===== config.mk =====
export PLATFORM = sky130hd
export DESIGN_NAME = alu_issue_unit_flat
export DESIGN_NICKNAME = d
export VERILOG_FILES = /design/src/rtl/alu_issue_unit_pkg.sv /design/src/rtl/alu_issue_unit_if.sv /design/src/rtl/alu_issue_unit_decoder.sv /design/src/rtl/alu_issue_unit.sv /design/src/flat_wrapper.sv
export SDC_FILE = /design/constraint.sdc
export NUM_CORES = 2
export LEC_CHECK = 0
export CAP_MARGIN = 20
export CELL_PAD_IN_SITES_DETAIL_PLACEMENT = 0
export CELL_PAD_IN_SITES_GLOBAL_PLACEMENT = 1
export CORE_ASPECT_RATIO = 1.5
export CORE_MARGIN = 2
export CORE_UTILIZATION = 50
export DETAILED_ROUTE_END_ITERATION = 16
export HOLD_SLACK_MARGIN = 0.03
export PLACE_DENSITY = 0.88
export RECOVER_POWER = 25
export SKIP_LAST_GASP = 1
export SYNTH_ARGS = -nofsm -noshare
export SYNTH_HDL_FRONTEND = slang
export SYNTH_SLANG_ARGS = --single-unit

===== constraint.sdc =====
create_clock -name clock -period 8.36 [get_ports clock]
set_input_delay 2.09 -clock clock [delete_from_list [all_inputs] [get_ports clock]]
set_output_delay 2.09 -clock clock [all_outputs]
set_load 0.01 [all_outputs]

===== src/rtl/alu_issue_unit_pkg.sv =====
// Shared RV32I decode constants and the issue-unit state encoding.
// funct3 values match the downstream ALU's operation select.
package rv32i_defs;

    localparam logic [6:0] OPCODE_OP     = 7'b0110011;
    localparam logic [6:0] OPCODE_OP_IMM = 7'b0010011;

    localparam logic [2:0] F3_ADD  = 3'b000;
    localparam logic [2:0] F3_SLL  = 3'b001;
    localparam logic [2:0] F3_SLT  = 3'b010;
    localparam logic [2:0] F3_SLTU = 3'b011;
    localparam logic [2:0] F3_XOR  = 3'b100;
    localparam logic [2:0] F3_SRL  = 3'b101;
    localparam logic [2:0] F3_OR   = 3'b110;
    localparam logic [2:0] F3_AND  = 3'b111;

    localparam logic [6:0] F7_BASE = 7'b0000000;
    localparam logic [6:0] F7_ALT  = 7'b0100000;

    typedef enum logic [2:0] {
        ST_IDLE      = 3'd0,
        ST_ISSUE     = 3'd1,
        ST_CAPTURE   = 3'd2,
        ST_WRITEBACK = 3'd3,
        ST_FAULT     = 3'd4
    } issue_state_e;

endpackage


===== src/rtl/alu_issue_unit_if.sv =====
// Instruction, ALU, retire and debug signals of the issue unit.
// The unit uses the master modport; fetch/ALU/debug side uses slave.
interface alu_issue_unit_if #(parameter int XLEN = 32);

    logic            instr_valid;
    logic            instr_ready;
    logic [31:0]     instruction;
    logic            alu_enable;
    logic [2:0]      alu_funct3;
    logic [XLEN-1:0] alu_operand_1;
    logic [XLEN-1:0] alu_operand_2;
    logic [XLEN-1:0] alu_result;
    logic            retire_valid;
    logic [4:0]      retire_rd;
    logic [XLEN-1:0] retire_data;
    logic            illegal;
    logic [4:0]      dbg_addr;
    logic [XLEN-1:0] dbg_data;

    modport master (
        input  instr_valid, instruction, alu_result, dbg_addr,
        output instr_ready, alu_enable, alu_funct3, alu_operand_1, alu_operand_2,
        output retire_valid, retire_rd, retire_data, illegal, dbg_data
    );

    modport slave (
        output instr_valid, instruction, alu_result, dbg_addr,
        input  instr_ready, alu_enable, alu_funct3, alu_operand_1, alu_operand_2,
        input  retire_valid, retire_rd, retire_data, illegal, dbg_data
    );

endinterface


===== src/rtl/alu_issue_unit_decoder.sv =====
// Combinational RV32I OP / OP-IMM decoder feeding the issue unit.
// SUB is issued as ADD with a negated rs2; SRA/SRAI are rejected.
module rv32i_alu_decoder
    import rv32i_defs::*;
#(
    parameter int XLEN = 32
) (
    input  logic [31:0]     instruction,
    output logic [2:0]      funct3,
    output logic [4:0]      rs1,
    output logic [4:0]      rs2,
    output logic [4:0]      rd,
    output logic            use_imm,
    output logic [XLEN-1:0] imm,
    output logic            negate_rs2,
    output logic            shift_mask,
    output logic            unsupported
);

    logic [6:0] opcode_s;
    logic [6:0] funct7_s;

    assign opcode_s = instruction[6:0];
    assign funct7_s = instruction[31:25];
    assign funct3   = instruction[14:12];
    assign rd       = instruction[11:7];
    assign rs1      = instruction[19:15];
    assign rs2      = instruction[24:20];
    assign imm      = {{(XLEN-12){instruction[31]}}, instruction[31:20]};

    // Classify the instruction and select operand-2 handling
    always_comb begin
        use_imm     = 1'b0;
        negate_rs2  = 1'b0;
        shift_mask  = 1'b0;
        unsupported = 1'b1;
        case (opcode_s)
            OPCODE_OP_IMM: begin
                use_imm = 1'b1;
                case (funct3)
                    F3_SLL, F3_SRL: begin
                        // imm[11:5] doubles as funct7; only the logical shifts exist here
                        shift_mask  = 1'b1;
                        unsupported = (funct7_s != F7_BASE);
                    end
                    default: unsupported = 1'b0;
                endcase
            end
            OPCODE_OP: begin
                if (funct7_s == F7_BASE) begin
                    unsupported = 1'b0;
                    shift_mask  = (funct3 == F3_SLL) || (funct3 == F3_SRL);
                end else if ((funct7_s == F7_ALT) && (funct3 == F3_ADD)) begin
                    unsupported = 1'b0;
                    negate_rs2  = 1'b1;
                end else begin
                    unsupported = 1'b1;
                end
            end
            default: unsupported = 1'b1;
        endcase
    end

endmodule


===== src/rtl/alu_issue_unit.sv =====
// Issue front end for the RV32I ALU: accepts one instruction, reads the
// register file, drives the ALU for two cycles and writes the result back.
module alu_issue_unit
    import rv32i_defs::*;
#(
    parameter int XLEN  = 32,
    parameter int NREGS = 32
) (
    input  logic          clock,
    input  logic          reset,
    alu_issue_unit_if.master bus
);

    logic [XLEN-1:0] rf_r [NREGS];

    issue_state_e    state_r;
    logic            instr_ready_r;
    logic            alu_enable_r;
    logic [2:0]      alu_funct3_r;
    logic [XLEN-1:0] alu_operand_1_r;
    logic [XLEN-1:0] alu_operand_2_r;
    logic [4:0]      rd_r;
    logic            retire_valid_r;
    logic [4:0]      retire_rd_r;
    logic [XLEN-1:0] retire_data_r;
    logic            illegal_r;

    logic [2:0]      dec_funct3_s;
    logic [4:0]      dec_rs1_s;
    logic [4:0]      dec_rs2_s;
    logic [4:0]      dec_rd_s;
    logic            dec_use_imm_s;
    logic [XLEN-1:0] dec_imm_s;
    logic            dec_negate_rs2_s;
    logic            dec_shift_mask_s;
    logic            dec_unsupported_s;

    logic [XLEN-1:0] rs1_val_s;
    logic [XLEN-1:0] rs2_val_s;
    logic [XLEN-1:0] op2_sel_s;
    logic [XLEN-1:0] op2_s;

    rv32i_alu_decoder #(.XLEN(XLEN)) u_decoder (
        .instruction (bus.instruction),
        .funct3      (dec_funct3_s),
        .rs1         (dec_rs1_s),
        .rs2         (dec_rs2_s),
        .rd          (dec_rd_s),
        .use_imm     (dec_use_imm_s),
        .imm         (dec_imm_s),
        .negate_rs2  (dec_negate_rs2_s),
        .shift_mask  (dec_shift_mask_s),
        .unsupported (dec_unsupported_s)
    );

    assign rs1_val_s = (dec_rs1_s == 5'd0) ? {XLEN{1'b0}} : rf_r[dec_rs1_s];
    assign rs2_val_s = (dec_rs2_s == 5'd0) ? {XLEN{1'b0}} : rf_r[dec_rs2_s];

    // Select operand 2: immediate, negated rs2 (SUB) or plain rs2
    always_comb begin
        op2_sel_s = rs2_val_s;
        if (dec_use_imm_s) begin
            op2_sel_s = dec_imm_s;
        end else if (dec_negate_rs2_s) begin
            op2_sel_s = (~rs2_val_s) + {{(XLEN-1){1'b0}}, 1'b1};
        end else begin
            op2_sel_s = rs2_val_s;
        end
    end

    // The ALU shifts by its whole operand, so shift amounts are trimmed here
    assign op2_s = dec_shift_mask_s ? {{(XLEN-5){1'b0}}, op2_sel_s[4:0]} : op2_sel_s;

    // Issue FSM with all handshake, ALU and retire outputs registered
    always_ff @(posedge clock) begin
        if (reset) begin
            state_r         <= ST_IDLE;
            instr_ready_r   <= 1'b1;
            alu_enable_r    <= 1'b0;
            alu_funct3_r    <= 3'b000;
            alu_operand_1_r <= {XLEN{1'b0}};
            alu_operand_2_r <= {XLEN{1'b0}};
            rd_r            <= 5'd0;
            retire_valid_r  <= 1'b0;
            retire_rd_r     <= 5'd0;
            retire_data_r   <= {XLEN{1'b0}};
            illegal_r       <= 1'b0;
        end else begin
            case (state_r)
                ST_IDLE: begin
                    if (bus.instr_valid) begin
                        instr_ready_r <= 1'b0;
                        rd_r          <= dec_rd_s;
                        if (dec_unsupported_s) begin
                            state_r   <= ST_FAULT;
                            illegal_r <= 1'b1;
                        end else begin
                            state_r         <= ST_ISSUE;
                            alu_enable_r    <= 1'b1;
                            alu_funct3_r    <= dec_funct3_s;
                            alu_operand_1_r <= rs1_val_s;
                            alu_operand_2_r <= op2_s;
                        end
                    end else begin
                        state_r <= ST_IDLE;
                    end
                end
                ST_ISSUE: begin
                    state_r <= ST_CAPTURE;
                end
                ST_CAPTURE: begin
                    state_r        <= ST_WRITEBACK;
                    alu_enable_r   <= 1'b0;
                    retire_valid_r <= 1'b1;
                    retire_rd_r    <= rd_r;
                    retire_data_r  <= bus.alu_result;
                end
                ST_WRITEBACK: begin
                    state_r        <= ST_IDLE;
                    retire_valid_r <= 1'b0;
                    instr_ready_r  <= 1'b1;
                end
                ST_FAULT: begin
                    state_r       <= ST_IDLE;
                    illegal_r     <= 1'b0;
                    instr_ready_r <= 1'b1;
                end
                default: begin
                    state_r        <= ST_IDLE;
                    instr_ready_r  <= 1'b1;
                    alu_enable_r   <= 1'b0;
                    retire_valid_r <= 1'b0;
                    illegal_r      <= 1'b0;
                end
            endcase
        end
    end

    // Register file: cleared on reset, written at the end of WRITEBACK
    always_ff @(posedge clock) begin
        if (reset) begin
            for (int i = 0; i < NREGS; i++) begin
                rf_r[i] <= {XLEN{1'b0}};
            end
        end else if ((state_r == ST_WRITEBACK) && (retire_rd_r != 5'd0)) begin
            rf_r[retire_rd_r] <= retire_data_r;
        end
    end

    assign bus.instr_ready   = instr_ready_r;
    assign bus.alu_enable    = alu_enable_r;
    assign bus.alu_funct3    = alu_funct3_r;
    assign bus.alu_operand_1 = alu_operand_1_r;
    assign bus.alu_operand_2 = alu_operand_2_r;
    assign bus.retire_valid  = retire_valid_r;
    assign bus.retire_rd     = retire_rd_r;
    assign bus.retire_data   = retire_data_r;
    assign bus.illegal       = illegal_r;
    assign bus.dbg_data      = (bus.dbg_addr == 5'd0) ? {XLEN{1'b0}} : rf_r[bus.dbg_addr];

endmodule


===== src/flat_wrapper.sv =====
// flat-port wrapper written by rule: the top's interface ports become plain ports
module alu_issue_unit_flat import rv32i_defs::*;
#(
    parameter int XLEN  = 32,
    parameter int NREGS = 32
)
  (clock, reset, bus_instr_valid, bus_instruction, bus_alu_result, bus_dbg_addr, bus_instr_ready, bus_alu_enable, bus_alu_funct3, bus_alu_operand_1, bus_alu_operand_2, bus_retire_valid, bus_retire_rd, bus_retire_data, bus_illegal, bus_dbg_data);
  alu_issue_unit_if #(.XLEN(XLEN)) bus_i ();
  input  logic clock;
  input  logic reset;
  input wire logic [$bits(bus_i.instr_valid)-1:0] bus_instr_valid;
  input wire logic [$bits(bus_i.instruction)-1:0] bus_instruction;
  input wire logic [$bits(bus_i.alu_result)-1:0] bus_alu_result;
  input wire logic [$bits(bus_i.dbg_addr)-1:0] bus_dbg_addr;
  output wire logic [$bits(bus_i.instr_ready)-1:0] bus_instr_ready;
  output wire logic [$bits(bus_i.alu_enable)-1:0] bus_alu_enable;
  output wire logic [$bits(bus_i.alu_funct3)-1:0] bus_alu_funct3;
  output wire logic [$bits(bus_i.alu_operand_1)-1:0] bus_alu_operand_1;
  output wire logic [$bits(bus_i.alu_operand_2)-1:0] bus_alu_operand_2;
  output wire logic [$bits(bus_i.retire_valid)-1:0] bus_retire_valid;
  output wire logic [$bits(bus_i.retire_rd)-1:0] bus_retire_rd;
  output wire logic [$bits(bus_i.retire_data)-1:0] bus_retire_data;
  output wire logic [$bits(bus_i.illegal)-1:0] bus_illegal;
  output wire logic [$bits(bus_i.dbg_data)-1:0] bus_dbg_data;
  assign bus_i.instr_valid = bus_instr_valid;
  assign bus_i.instruction = bus_instruction;
  assign bus_i.alu_result = bus_alu_result;
  assign bus_i.dbg_addr = bus_dbg_addr;
  assign bus_instr_ready = bus_i.instr_ready;
  assign bus_alu_enable = bus_i.alu_enable;
  assign bus_alu_funct3 = bus_i.alu_funct3;
  assign bus_alu_operand_1 = bus_i.alu_operand_1;
  assign bus_alu_operand_2 = bus_i.alu_operand_2;
  assign bus_retire_valid = bus_i.retire_valid;
  assign bus_retire_rd = bus_i.retire_rd;
  assign bus_retire_data = bus_i.retire_data;
  assign bus_illegal = bus_i.illegal;
  assign bus_dbg_data = bus_i.dbg_data;
  alu_issue_unit #(.XLEN(XLEN), .NREGS(NREGS)) u_core (.clock(clock), .reset(reset), .bus(bus_i));
endmodule

Word level (Yosys, flattened, before mapping)
Memory sizes are Yosys's and may differ from the RTL's.
Index checks and enable logic that the tools add are counted.
- add/sub/neg operators: 1
- equality and inequality tests: 12
- muxes and demuxes: 37
- bitwise logic cells: 5
- reductions and logical operators: 22
- operators with widths (cell ; number):
    two-way mux 32 bit ; 7
    adder 32 x 1 -> 32 bit (second input constant) ; 1
    NOT 32 bit ; 1
    OR reduction 32 bit ; 1
    two-way mux 1 bit ; 20
    zero test 5 bit ; 3
    == test 7 x 6 -> 1 bit (second input constant) ; 2
    one-hot mux 1 bit (2 select lines) ; 6
    one-hot mux 3 bit (3 select lines) ; 1
    AND reduction 3 bit ; 3
    OR reduction 3 bit ; 3
    == test 7 x 5 -> 1 bit (second input constant) ; 1
    zero test 7 bit ; 1
    nonzero test 7 bit ; 1
    == test 3 x 1 -> 1 bit (second input constant) ; 2
    == test 3 x 2 -> 1 bit (second input constant) ; 2
    == test 3 bit (second input constant) ; 2
    zero test 3 bit ; 2
    two-way mux 3 bit ; 2
    two-way mux 5 bit ; 1
    nonzero test 5 bit ; 1
    != test 2 bit (second input constant) ; 2
    NOT 1 bit ; 4
    AND reduction 2 bit ; 2
    other kinds (4) ; 6
- register bits after elaboration: 116
- memory bits (writable): 1024
- input port bits: 72
- memories: 1
- memory list (memory ; depth ; width ; read ports ; clocked after Yosys merged registers in ; wr ports ; RTL line ; source):
    u_core.rf_r ; 32 ; 32 ; 3 ; 0 ; 32 ; alu_issue_unit.sv:14 ; logic [XLEN-1:0] rf_r [NREGS];

Longest topological paths before layout
- depth in word-level cells: 8
- gate-level depth with buffers: 20

Hierarchy
From an unflattened synthesis, not the netlist that was laid out.
- cell total of the unflattened synthesis: 5013
- area total of the unflattened synthesis: 68715.9 um^2
- by module, submodules not included (module ; instances ; cells an instance ; area each (um^2) ; sequential area each (um^2)):
    alu_issue_unit ; 1 ; 4947 ; 68220.4 ; 33071.7
    rv32i_alu_decoder ; 1 ; 66 ; 495.5 ; 0.0

Worst setup path after synthesis
No wires, ideal clock.
- kind: input -> output
- from: in bus_dbg_addr[0]
- to: out bus_dbg_data[10]
- data arrival time: 4491 ps
- required time: 6270 ps
- setup slack: 1779 ps
- cell stages on the path: 7
- buffers on the path: 3
- cell sequence: clkbuf_1 > buf_1 > buf_1 > mux4_2 > mux4_2 > mux2i_1 > nor2_1
- word-level cells in the longest chain between the ends: 2
- elaborated cells between the ends (all ways): 3
- RTL lines (what ; RTL line ; source):
    start: declaration ; flat_wrapper.sv:14 ; input wire logic [$bits(bus_i.dbg_addr)-1:0] bus_dbg_addr;
    memory (32 x 32 bit) / zero test 5 bit (equally long branches) ; -- ;
    two-way mux 32 bit (*) ; alu_issue_unit.sv:159 ; assign bus.dbg_data = (bus.dbg_addr == 5'd0) ? {XLEN{1'b0}} : rf_r[bus.dbg_addr];
    end: declaration ; flat_wrapper.sv:24 ; output wire logic [$bits(bus_i.dbg_data)-1:0] bus_dbg_data;
Mark *: on every way between the ends. The rest lies on a longest branch, timed or not.

==> run_summary.xml <==
<?xml version="1.0" encoding="UTF-8"?>
<metrics>
  <group name="status">
    <metric name="run_status" unit="">complete, but fails checks</metric>
    <metric name="violated_checks" unit="">capacitance limit, slew limit</metric>
  </group>
  <group name="clock_tree">
    <metric name="cts_inserted_buffers" unit="">111</metric>
    <metric name="clock-root-buffer" unit="">sky130_fd_sc_hd__clkbuf_16</metric>
    <metric name="cts_hold_buf" unit="">0</metric>
    <metric name="clk-insertion-delay-late" unit="ns">0.78</metric>
    <metric name="cts_resized" unit="">0</metric>
    <metric name="postCtsSetupBuffers" unit="">0</metric>
    <metric name="clk_pin_slew_worst_paths" unit="ns">0.06</metric>
    <metric name="tritoncts" unit="">yes</metric>
    <metric name="cts_max_path_buffers" unit="">3</metric>
    <metric name="htree_num_levels" unit="">3</metric>
    <metric name="cts.sinks" unit="">1140</metric>
  </group>
  <group name="power">
    <metric name="clock_power_share" unit="">0.393</metric>
    <metric name="sequential_fraction_of_design_power" unit="">0.473</metric>
    <metric name="combPwrFrac" unit="">0.134</metric>
    <metric name="cellPowerDensity" unit="mW/mm^2">184</metric>
    <metric name="leakage" unit="nW">26.1</metric>
    <metric name="sw_frac_of_total" unit="">0.254</metric>
    <metric name="power.switching" unit="W">0.00350</metric>
    <metric name="ir_worst_vdd" unit="uV">207</metric>
    <metric name="cell_internal_pwr" unit="W">0.0103</metric>
  </group>
  <group name="yosys">
    <metric name="count_of_different_cell_masters_after_synthesis" unit="">73</metric>
    <metric name="ys_top_cells_by_area" unit="">sky130_fd_sc_hd__edfxtp_1 46%, sky130_fd_sc_hd__mux4_2 29%, sky130_fd_sc_hd__and2_1 9.3%</metric>
    <metric name="synthesis.yosys.warnings" unit="">0</metric>
    <metric name="synth_flop_cell" unit="">sky130_fd_sc_hd__edfxtp_1</metric>
    <metric name="async_flop_share" unit="">0</metric>
    <metric name="yosys_register_bits" unit="">1140</metric>
    <metric name="synth_area_leader_cell" unit="">sky130_fd_sc_hd__edfxtp_1</metric>
    <metric name="syn-cell-area" unit="mm^2">0.0673</metric>
    <metric name="syn_area_per_cell" unit="um^2">15.3</metric>
    <metric name="synth_cells" unit="">4410</metric>
    <metric name="synth-edff-count" unit="">1024</metric>
    <metric name="synth.yosys.seq_area_share" unit="">0.491</metric>
    <metric name="synth_top_area_share" unit="">0.457</metric>
  </group>
  <group name="global_route">
    <metric name="grt.overflow.total" unit="">0</metric>
    <metric name="grt_first_pass_wirelength" unit="um">350000</metric>
    <metric name="antenna_found_initial" unit="">16</metric>
    <metric name="grt.total_usage" unit="">0.366</metric>
    <metric name="via_count_of_the_first_global_routing_pass" unit="">45900</metric>
    <metric name="grt_start_max_net_pins" unit="">105</metric>
  </group>
  <group name="worst_setup_path">
    <metric name="critPathArrivalTime" unit="ns">8.36</metric>
    <metric name="worst_r2r_endpoint" unit="">u_core.rf_r[13][23]</metric>
    <metric name="critical_path_top_delay_cell" unit="">sky130_fd_sc_hd__clkbuf_1</metric>
    <metric name="reg2reg_slack" unit="ns">3.50</metric>
    <metric name="max_stage_delay" unit="ns">2.93</metric>
    <metric name="rr_worst_depth" unit="">7</metric>
    <metric name="regToRegStartpoint" unit="">u_core.state_r[2]</metric>
    <metric name="critPathCaptureType" unit="">flop</metric>
    <metric name="crit_start" unit="">reset</metric>
    <metric name="critical_path_start_end_classification" unit="">input port to flop</metric>
    <metric name="worst-endpoint-required" unit="ns">8.76</metric>
    <metric name="start_kind" unit="">input port</metric>
    <metric name="crit_path_end" unit="">u_core.rf_r[13][23]</metric>
    <metric name="crit_path_frequent_cell" unit="">sky130_fd_sc_hd__nor2_1</metric>
    <metric name="timing.critical_path.cells" unit="">clkbuf_1 -&gt; nor2_1 -&gt; nand3_1 -&gt; nor2_1 -&gt; nand2_1 -&gt; nor2_1 -&gt; or2_0 -&gt; buf_4</metric>
    <metric name="critPathMaxFanout" unit="">61</metric>
  </group>
  <group name="place">
    <metric name="io_buffers" unit="">211</metric>
    <metric name="post-dp-hpwl" unit="um">146000</metric>
    <metric name="place_ws" unit="ns">0.895</metric>
    <metric name="place.gp.congestion" unit="">0.931</metric>
  </group>
  <group name="timing">
    <metric name="final_min_period_over_clock_period" unit="">0.952</metric>
    <metric name="finalWorstPathRequiredPeriod" unit="ns">7.96</metric>
    <metric name="final-hold-violation-count" unit="">0</metric>
    <metric name="transition_time_of_the_tightest_slew_check_pin" unit="ns">4.28</metric>
    <metric name="timing.final.setup_violations" unit="">0</metric>
    <metric name="max_freq" unit="MHz">126</metric>
    <metric name="finalSetupTns" unit="ns">0</metric>
    <metric name="slew_violations" unit="">623</metric>
    <metric name="max_slew_margin" unit="">-1.85</metric>
    <metric name="final.setup_skew" unit="ns">0.0535</metric>
    <metric name="rsz_0062_raised_after_global_routing" unit="">false</metric>
    <metric name="final.setup.worst_slack" unit="ns">0.403</metric>
  </group>
  <group name="drt">
    <metric name="routedWlPerCell" unit="um">39.9</metric>
    <metric name="drt-vias-per-instance" unit="">7.44</metric>
    <metric name="num_vias" unit="">47000</metric>
    <metric name="totalWireLength" unit="um">252000</metric>
    <metric name="detail_route.iter0.violations" unit="">8725</metric>
    <metric name="drt_drc_violations_left" unit="">0</metric>
    <metric name="drtPass1Iterations" unit="">6</metric>
    <metric name="postRouteAntennaNets" unit="">0</metric>
  </group>
  <group name="floorplan">
    <metric name="fp.coreArea" unit="mm^2">0.133</metric>
    <metric name="i_o_pins" unit="">212</metric>
    <metric name="x_dimension_of_the_die" unit="um">304</metric>
    <metric name="std_cell_rows" unit="">164</metric>
    <metric name="die_area" unit="mm^2">0.138</metric>
    <metric name="initial_utilization" unit="">0.505</metric>
    <metric name="die_y" unit="um">453</metric>
  </group>
  <group name="run">
    <metric name="timing.max_cap.violations" unit="">22</metric>
  </group>
  <group name="layout">
    <metric name="finish.net_count" unit="">4517</metric>
    <metric name="syn2layout_area_growth" unit="%">11.6</metric>
    <metric name="drive_above_1_share" unit="">0.294</metric>
  </group>
  <group name="min_path">
    <metric name="holdCritPathClass" unit="">flop to flop</metric>
  </group>
</metrics>
==> per-layer routing <==
metal,up-vias,routed length (um),track usage
met2,4873,113000,0.551
met5,-,46,0
li1,17500,-,-
met4,4,22000,0.266
met1,23400,76600,0.439
met3,1216,40800,0.130
==> cell type report <==
cell class,count,area (um^2)
Inverter,6,22.5
Timing Repair Buffer,372,3520
Tap cell,1743,2180
Fill cell,10200,58200
Multi-Input combinational cell,2813,32500
Sequential cell,1140,33100
Antenna cell,34,85.1
Clock buffer,141,3000
Clock inverter,68,828
==> cells in the mapped netlist (6+ instances only) <==
| library cell | count |
|---|---|
| sky130_fd_sc_hd__and2_1 | 999 |
| sky130_fd_sc_hd__or3_1 | 6 |
| sky130_fd_sc_hd__xor2_1 | 8 |
| sky130_fd_sc_hd__a21oi_1 | 93 |
| sky130_fd_sc_hd__nand3_1 | 20 |
| sky130_fd_sc_hd__and3_1 | 6 |
| sky130_fd_sc_hd__xnor2_1 | 21 |
| sky130_fd_sc_hd__nor3_1 | 15 |
| sky130_fd_sc_hd__buf_12 | 7 |
| sky130_fd_sc_hd__nand3b_1 | 6 |
| sky130_fd_sc_hd__edfxtp_1 | 1024 |
| sky130_fd_sc_hd__buf_1 | 63 |
| sky130_fd_sc_hd__nor2_1 | 148 |
| sky130_fd_sc_hd__buf_2 | 40 |
| sky130_fd_sc_hd__dfxtp_1 | 116 |
| sky130_fd_sc_hd__nand2_1 | 152 |
| sky130_fd_sc_hd__a31oi_1 | 16 |
| sky130_fd_sc_hd__or2_2 | 37 |
| sky130_fd_sc_hd__o21ai_1 | 20 |
| sky130_fd_sc_hd__a41oi_1 | 7 |
| sky130_fd_sc_hd__a211oi_1 | 7 |
| sky130_fd_sc_hd__mux2_2 | 42 |
| sky130_fd_sc_hd__a221oi_1 | 20 |
| sky130_fd_sc_hd__a32oi_1 | 6 |
| sky130_fd_sc_hd__mux2i_1 | 106 |
| sky130_fd_sc_hd__o21ai_0 | 20 |
| sky130_fd_sc_hd__clkbuf_1 | 337 |
| sky130_fd_sc_hd__mux4_2 | 873 |
| sky130_fd_sc_hd__a22oi_1 | 68 |
| sky130_fd_sc_hd__mux4_1 | 17 |
| sky130_fd_sc_hd__buf_6 | 15 |
| sky130_fd_sc_hd__nor2b_1 | 9 |
| sky130_fd_sc_hd__buf_4 | 13 |
==> how the worst min path moves through the flow <==
| stage | from | end | slack [ns] | cells past startpoint |
|---|---|---|---|---|
| floorplan | u_core.rd_r[0] | u_core.bus.retire_rd[0] | 0.43 | 2 |
| global placement | u_core.rd_r[0] | u_core.bus.retire_rd[0] | 0.44 | 2 |
| detailed placement | u_core.bus.alu_operand_2[29] | u_core.bus.alu_operand_2[29] | 0.45 | 2 |
| CTS | u_core.rd_r[2] | u_core.bus.retire_rd[2] | 0.46 | 2 |
| global route | u_core.bus.alu_operand_2[25] | u_core.bus.alu_operand_2[25] | 0.47 | 2 |
| finish | u_core.bus.alu_operand_2[25] | u_core.bus.alu_operand_2[25] | 0.45 | 2 |
==> state kept, by name, indices dropped and copies added, names as in the netlist <==
signal	count
u_core.bus.alu_enable	1
u_core.bus.alu_funct3	3
u_core.bus.alu_operand_1	32
u_core.bus.alu_operand_2	32
u_core.bus.illegal	1
u_core.bus.instr_ready	1
u_core.bus.retire_data	32
u_core.bus.retire_rd	5
u_core.bus.retire_valid	1
u_core.rd_r	5
u_core.rf_r	1024
u_core.state_r	3
==> logic make-up after synthesis <==
logic type | after synthesis | synth area share
AOI/OAI and AO/OA | 289 | 0.0284
xor gates and xnor gates | 29 | 0.00377
adders and majority gates | 1 | 0.000186
buffers and inverters | 488 | 0.0328
DFF | 1140 | 0.491
muxes | 1041 | 0.322
other | 1 | 0.0000557
and+or+nand+nor | 1421 | 0.121
==> placed cells by master (no fill, tap or decap), types with 21 or more instances in the layout <==
cell type	synthesis	final
sky130_fd_sc_hd__a21oi_1	93	92
sky130_fd_sc_hd__a22oi_1	68	68
sky130_fd_sc_hd__and2_0	0	125
sky130_fd_sc_hd__and2_1	999	874
sky130_fd_sc_hd__buf_4	13	119
sky130_fd_sc_hd__clkbuf_1	337	32
sky130_fd_sc_hd__clkbuf_16	0	113
sky130_fd_sc_hd__clkdlybuf4s50_1	0	123
sky130_fd_sc_hd__clkinv_2	0	21
sky130_fd_sc_hd__conb_1	1	32
sky130_fd_sc_hd__dfxtp_1	116	116
sky130_fd_sc_hd__diode_2	0	34
sky130_fd_sc_hd__dlygate4sd3_1	0	74
sky130_fd_sc_hd__edfxtp_1	1024	1024
sky130_fd_sc_hd__mux2_2	42	42
sky130_fd_sc_hd__mux2i_1	106	106
sky130_fd_sc_hd__mux4_2	873	873
sky130_fd_sc_hd__nand2_1	152	152
sky130_fd_sc_hd__nor2_1	148	115
sky130_fd_sc_hd__nor2_4	0	30
sky130_fd_sc_hd__or2_2	37	22
sky130_fd_sc_hd__xnor2_1	21	21
==> stage by stage <==
step	hold WS, ns	cells	util	cell area (um^2)	total power [W]
after detailed placement	0.447	6069	0.534	71300	0.00843
after floorplan	0.431	4441	-	67500	0.00773
final	0.449	6317	0.564	75200	0.0138
after global routing	0.468	6285	0.563	75100	0.0140
after CTS	0.455	6278	0.563	75100	0.0137
after global placement	0.438	6068	0.534	71200	0.00839
==> worst max-delay path, delay by kind of cell <==
kind	cells	cell delay, ns
buf+inv	2	3.65
simple gates	6	2.53
==> power by group through the flow <==
stage	Clock, W	Sequential [W]	Combinational [W]
3_3_place_gp	0	0.00662	0.00177
4_1_cts	0.00542	0.00652	0.00180
3_5_place_dp	0	0.00664	0.00179
2_1_floorplan	0	0.00657	0.00116
6_report	0.00542	0.00653	0.00185
5_1_grt	0.00561	0.00654	0.00188
(Power assumes the default switching activity.)
